### config.mk
export PLATFORM = sky130hd
export DESIGN_NAME = des3_seq_ctrl
export DESIGN_NICKNAME = d
export VERILOG_FILES = /design/src/rtl/des3_seq_ctrl.sv
export SDC_FILE = /design/constraint.sdc
export NUM_CORES = 1
export LEC_CHECK = 0
export CAP_MARGIN = 10
export CELL_PAD_IN_SITES_DETAIL_PLACEMENT = 1
export CELL_PAD_IN_SITES_GLOBAL_PLACEMENT = 1
export CORE_AREA = 2 2 242 244
export DETAILED_ROUTE_END_ITERATION = 8
export DIE_AREA = 0 0 244 246
export MAX_ROUTING_LAYER = met4
export PLACE_DENSITY = 0.72
export SYNTH_ARGS = -nofsm -noshare
export SYNTH_HDL_FRONTEND = slang
export SYNTH_SLANG_ARGS = --single-unit
### constraint.sdc
create_clock -name clk -period 1.5 [get_ports clk]
set_input_delay 0.45 -clock clk [delete_from_list [all_inputs] [get_ports clk]]
set_output_delay 0.45 -clock clk [all_outputs]
set_load 0.05 [all_outputs]
### src/rtl/des3_seq_ctrl.sv
// Sequencer for the iterative triple-DES core: accepts one block, walks
// roundSel through every core iteration, captures the result and holds it
// until the consumer takes it.
module des3_seq_ctrl #(
  parameter int unsigned NUM_ROUNDS  = 48,
  parameter int unsigned CAPTURE_DLY = 1,
  parameter int unsigned RS_W        = 6
) (
  input  logic            clk,
  input  logic            reset,
  input  logic            in_valid,
  output logic            in_ready,
  input  logic [63:0]     in_data,
  input  logic [55:0]     in_key1,
  input  logic [55:0]     in_key2,
  input  logic [55:0]     in_key3,
  input  logic            in_decrypt,
  output logic            out_valid,
  input  logic            out_ready,
  output logic [63:0]     out_data,
  output logic [63:0]     core_desIn,
  output logic [55:0]     core_key1,
  output logic [55:0]     core_key2,
  output logic [55:0]     core_key3,
  output logic            core_decrypt,
  output logic [RS_W-1:0] core_roundSel,
  input  logic [63:0]     core_desOut,
  output logic            busy,
  output logic [15:0]     blk_count
);

  localparam int unsigned CNT_W = 2;
  localparam logic [RS_W-1:0] LAST_RS = RS_W'(NUM_ROUNDS - 1);

  typedef enum logic [1:0] {
    S_IDLE = 2'd0,
    S_RUN  = 2'd1,
    S_WAIT = 2'd2,
    S_DONE = 2'd3
  } state_t;

  state_t            state;
  state_t            state_nxt;
  logic [CNT_W-1:0]  dly_cnt;
  logic [CNT_W-1:0]  dly_cnt_nxt;
  logic [RS_W-1:0]   rs_nxt;
  logic [63:0]       out_data_nxt;
  logic [63:0]       din_nxt;
  logic [55:0]       key1_nxt;
  logic [55:0]       key2_nxt;
  logic [55:0]       key3_nxt;
  logic              dec_nxt;
  logic [15:0]       blk_nxt;
  logic              in_ready_nxt;
  logic              out_valid_nxt;
  logic              busy_nxt;

  // State and datapath registers; status flags are registered from the next state
  always_ff @(posedge clk) begin
    if (!reset) begin
      state         <= S_IDLE;
      dly_cnt       <= '0;
      core_roundSel <= '0;
      out_data      <= '0;
      core_desIn    <= '0;
      core_key1     <= '0;
      core_key2     <= '0;
      core_key3     <= '0;
      core_decrypt  <= 1'b0;
      blk_count     <= '0;
      in_ready      <= 1'b0;
      out_valid     <= 1'b0;
      busy          <= 1'b0;
    end else begin
      state         <= state_nxt;
      dly_cnt       <= dly_cnt_nxt;
      core_roundSel <= rs_nxt;
      out_data      <= out_data_nxt;
      core_desIn    <= din_nxt;
      core_key1     <= key1_nxt;
      core_key2     <= key2_nxt;
      core_key3     <= key3_nxt;
      core_decrypt  <= dec_nxt;
      blk_count     <= blk_nxt;
      in_ready      <= in_ready_nxt;
      out_valid     <= out_valid_nxt;
      busy          <= busy_nxt;
    end
  end

  // Next-state and next-value logic for the round sequencer
  always_comb begin
    state_nxt    = state;
    dly_cnt_nxt  = dly_cnt;
    rs_nxt       = core_roundSel;
    out_data_nxt = out_data;
    din_nxt      = core_desIn;
    key1_nxt     = core_key1;
    key2_nxt     = core_key2;
    key3_nxt     = core_key3;
    dec_nxt      = core_decrypt;
    blk_nxt      = blk_count;

    case (state)
      S_IDLE: begin
        rs_nxt = '0;
        if (in_valid && in_ready) begin
          din_nxt   = in_data;
          key1_nxt  = in_key1;
          key2_nxt  = in_key2;
          key3_nxt  = in_key3;
          dec_nxt   = in_decrypt;
          state_nxt = S_RUN;
        end
      end
      S_RUN: begin
        if (core_roundSel == LAST_RS) begin
          if (CAPTURE_DLY == 0) begin
            out_data_nxt = core_desOut;
            state_nxt    = S_DONE;
          end else begin
            dly_cnt_nxt = CNT_W'(CAPTURE_DLY - 1);
            state_nxt   = S_WAIT;
          end
        end else begin
          rs_nxt = core_roundSel + RS_W'(1);
        end
      end
      S_WAIT: begin
        if (dly_cnt == '0) begin
          out_data_nxt = core_desOut;
          state_nxt    = S_DONE;
        end else begin
          dly_cnt_nxt = dly_cnt - CNT_W'(1);
        end
      end
      S_DONE: begin
        if (out_ready) begin
          blk_nxt   = blk_count + 16'd1;
          rs_nxt    = '0;
          state_nxt = S_IDLE;
        end
      end
      default: state_nxt = S_IDLE;
    endcase

    in_ready_nxt  = (state_nxt == S_IDLE);
    out_valid_nxt = (state_nxt == S_DONE);
    busy_nxt      = (state_nxt == S_RUN) || (state_nxt == S_WAIT);
  end

endmodule
==> flow_metrics.env <==
export IMPL_status="finished with violations"
export IMPL_violations="negative setup slack"
export IMPL_drv_slew=0
export IMPL_setup_viol=389
export IMPL_synth_warnings=0
export IMPL_n_fill_cell=5907
export IMPL_layout_drive_gt1_share=0.5300
export IMPL_mostFrequentLayoutCell="nand2_1"
export IMPL_syn_to_final_growth_pct=133.5
export IMPL_avgViaCountPerCell=4.476
export IMPL_synth_cell_types=44
export IMPL_synth_edf_count=0
export IMPL_combPwrFrac=0.260
export IMPL_power_density_nw_per_um2=892.5
export IMPL_worstSetupStartpoint="state[1]"
export IMPL_maxSlewHeadroom=0.7493
export IMPL_preCtsSetupSlack_ps=-519.7
export IMPL_synth_nets=1764
export IMPL_clk_pin_slew_ps=60
export IMPL_hold_violations=0
export IMPL_die_w_um=244
export IMPL_seqCellArea_um2=7172
export IMPL_path_cells="buf_4 > ha_4 > and2_4 > bufbuf_16 > buf_4 > nand2_1 > a21boi_0"
export IMPL_vias=13830
export IMPL_drtIter0Drc=388
export IMPL_path_buf_inv=3
export IMPL_fin_ws_ps=-179.1
export IMPL_wl_um=68780
export IMPL_synth_ff_type="dfxtp_1"
export IMPL_max_clock_freq_mhz=595.6
export IMPL_cts_htree_levels=2
export IMPL_syn_inst=1455
export IMPL_end_kind="flip-flop"
export IMPL_tightest_slew_ps=376.0
export IMPL_grt_ovfl_total=0
export IMPL_worstPathArrival_ps=2140
export IMPL_core_area_um2=57370
export IMPL_gp_congestion=0.8042
export IMPL_dpl_hpwl_um=40020
export IMPL_drc=0
export IMPL_ys_ff_latch=326
export IMPL_clock_root_buffer="clkbuf_16"
export IMPL_endpoint="out_data[13]"
export IMPL_crit_cells=7
export IMPL_slowest_delay_ps=410
export IMPL_crit_type="reg2reg"
export IMPL_fin_crit_sh=1.119
export IMPL_async_reset_ff_frac=0
export IMPL_critPathMaxFanout=6
export IMPL_r2r_slack_ps=-180
export IMPL_clkLatencyLatePin_ps=550
export IMPL_start_util=0.2162
export IMPL_rsz0062_at_grt="true"
export IMPL_switching_power_w=0.007589
export IMPL_p_sw_frac=0.2936
export IMPL_startpoint_type="flip-flop"
export IMPL_p_int_w=0.01826
export IMPL_reg2regPathDepth=7
export IMPL_cts_sinks=326
export IMPL_pwr_share_clk=0.375
export IMPL_fin_total_pwr_w=0.02585
export IMPL_ir_drop_mv=0.9022
export IMPL_wl_per_cell_um=22.27
export IMPL_nets=2598
export IMPL_num_rows=88
export IMPL_clock_skew_ps=17.95
export IMPL_multi_input_area_um2=6580
export IMPL_r2r_start="state[1]"
export IMPL_syn_area_um2=12400
export IMPL_layout_min_cycle_time_ps=1679
export IMPL_r2r_end="out_data[13]"
export IMPL_cp_slowest_cell="dfxtp_4"
export IMPL_ios=623
export IMPL_antenna_violating_nets_post_route=0
export IMPL_cts_tree="done"
export IMPL_cts_path_max_buffers=3
export IMPL_first_global_vias=14560
export IMPL_antenna_found_initial=5
export IMPL_cp_top_family="buffers and inverters"
export IMPL_crit_top_cell="buf_4"
export IMPL_tns_ps=-20440
export IMPL_grt_max_degree=93
export IMPL_avgSynthCellArea_um2=8.524
export IMPL_hold_class="in2reg"
export IMPL_portBuffers=622
export IMPL_maxCapViolCount=0
export IMPL_worstPathRequired_ps=1960
export IMPL_cts_buffers=41
export IMPL_p_leak_nw=11.18
export IMPL_dr_pass1_iters=5
export IMPL_die_area_um2=60020
export IMPL_ys_seq_area_frac=0.5262
export IMPL_final_cell_mix="484 x nand2_1, 366 x buf_12, 299 x clkdlybuf4s50_1, 228 x dfxtp_2, 185 x a21boi_1"
export IMPL_utilization=0.5048
export IMPL_grt_first_pass_wirelength_um=85980
export IMPL_seq_power_share=0.365
export IMPL_grt_total_usage=0.1905
export IMPL_fp_dieH_um=246
==> logic make-up (layout without fill, tap and decap cells) <==
family                     after synthesis  count (layout)  synth area share
and+or+nand+nor                        674             674            0.2175
xor gates and xnor gates                17              17           0.01201
adders and majority gates                8               8          0.008071
DFF                                    326             326            0.5262
AOI/OAI and AO/OA                      318             318            0.1920
buffers and inverters                  110             972           0.04247
other                                    0               7                 0
muxes                                    2               2          0.001715
==> power groups by stage <==
stage          Combinational [W]  Sequential [W]  Clock, W
2_1_floorplan           0.000928          0.0107         0
3_3_place_gp             0.00505         0.00959         0
3_5_place_dp             0.00514         0.00962         0
4_1_cts                  0.00581         0.00941   0.00988
5_1_grt                  0.00699         0.00948    0.0103
6_report                 0.00672         0.00945   0.00968
==> worst min path at each step <==
stage | start | endpoint | slack (ps) | cells after the start
6_report | reset | core_key2[55] | 230 | 2
5_1_grt | reset | core_desIn[58] | 200 | 2
4_1_cts | reset | core_key2[55] | 190 | 2
3_5_place_dp | core_key2[12] | core_key2[12] | 490 | 2
3_3_place_gp | dly_cnt[1] | dly_cnt[1] | 470 | 2
2_1_floorplan | dly_cnt[1] | dly_cnt[1] | 450 | 2
==> registers in the layout (all words and copies together), names as in the netlist <==
signal         cells
core_desIn        64
blk_count         16
out_data          64
core_decrypt       1
in_ready           1
state              2
busy               1
core_key2         56
core_roundSel      6
out_valid          1
core_key1         56
core_key3         56
dly_cnt            2
==> stage by stage <==
step | instance area, um^2 | cells | hold WS (ps)
2_1_floorplan | 12480 | 1455 | 453.4
3_3_place_gp | 23400 | 2826 | 465.0
3_5_place_dp | 23400 | 2826 | 485.9
4_1_cts | 26140 | 2959 | 186.2
5_1_grt | 28950 | 3087 | 203.6
6_report | 28960 | 3089 | 227.0
==> worst register-to-register path, delay by kind of cell, from the launching register on <==
kind            cells  cell delay, ps
fa+ha+maj           1             200
compound gates      1             180
simple gates        2             260
flops               1             410
buf+inv             3             540
==> cell usage after synthesis, drive strengths merged (3+ instances only) <==
cell type | instances | area [um^2]
nand2 | 610 | 2292
dfxtp | 326 | 6526
a21boi | 301 | 2260
buf | 62 | 346.6
clkbuf | 41 | 153.9
and2 | 18 | 112.6
xnor2 | 13 | 113.9
nand3 | 10 | 55.05
o21ai | 9 | 48.80
ha | 8 | 100.1
nor2 | 8 | 30.03
inv | 7 | 26.28
and3 | 5 | 32.53
nand4 | 4 | 25.02
nor3 | 4 | 36.29
xor2 | 4 | 35.03
a21oi | 3 | 15.01
nor3b | 3 | 27.52
or3 | 3 | 18.77
==> routing by layer <==
layer	GRT usage	vias up	part of all wire
li1	-	6386	-
met1	0.1943	6819	0.37
met2	0.3463	483	0.54
met3	0.05392	137	0.060
met4	0.07102	0	0.034
met5	-	-	0
==> area by class of cell <==
| cell class | count | share of cell area |
|---|---|---|
| clock inverters | 10 | 0.002247 |
| inverters | 7 | 0.001167 |
| flip-flops and latches | 326 | 0.2477 |
| diodes | 7 | 0.0006049 |
| repair buffers | 894 | 0.4455 |
| clock buffers | 61 | 0.04260 |
| well taps | 765 | 0.03305 |
| multi-input cells | 1019 | 0.2272 |
==> what timing repair did <==
action	CTS	global route
pin swaps	40	164
gates resized for setup	268	776
endpoints found under the setup margin	635	644
buffers inserted	43	115
hold endpoints to repair	0	0
hold buffers	0	0
cloned	21	18
Power figures use the tool's default switching activity.
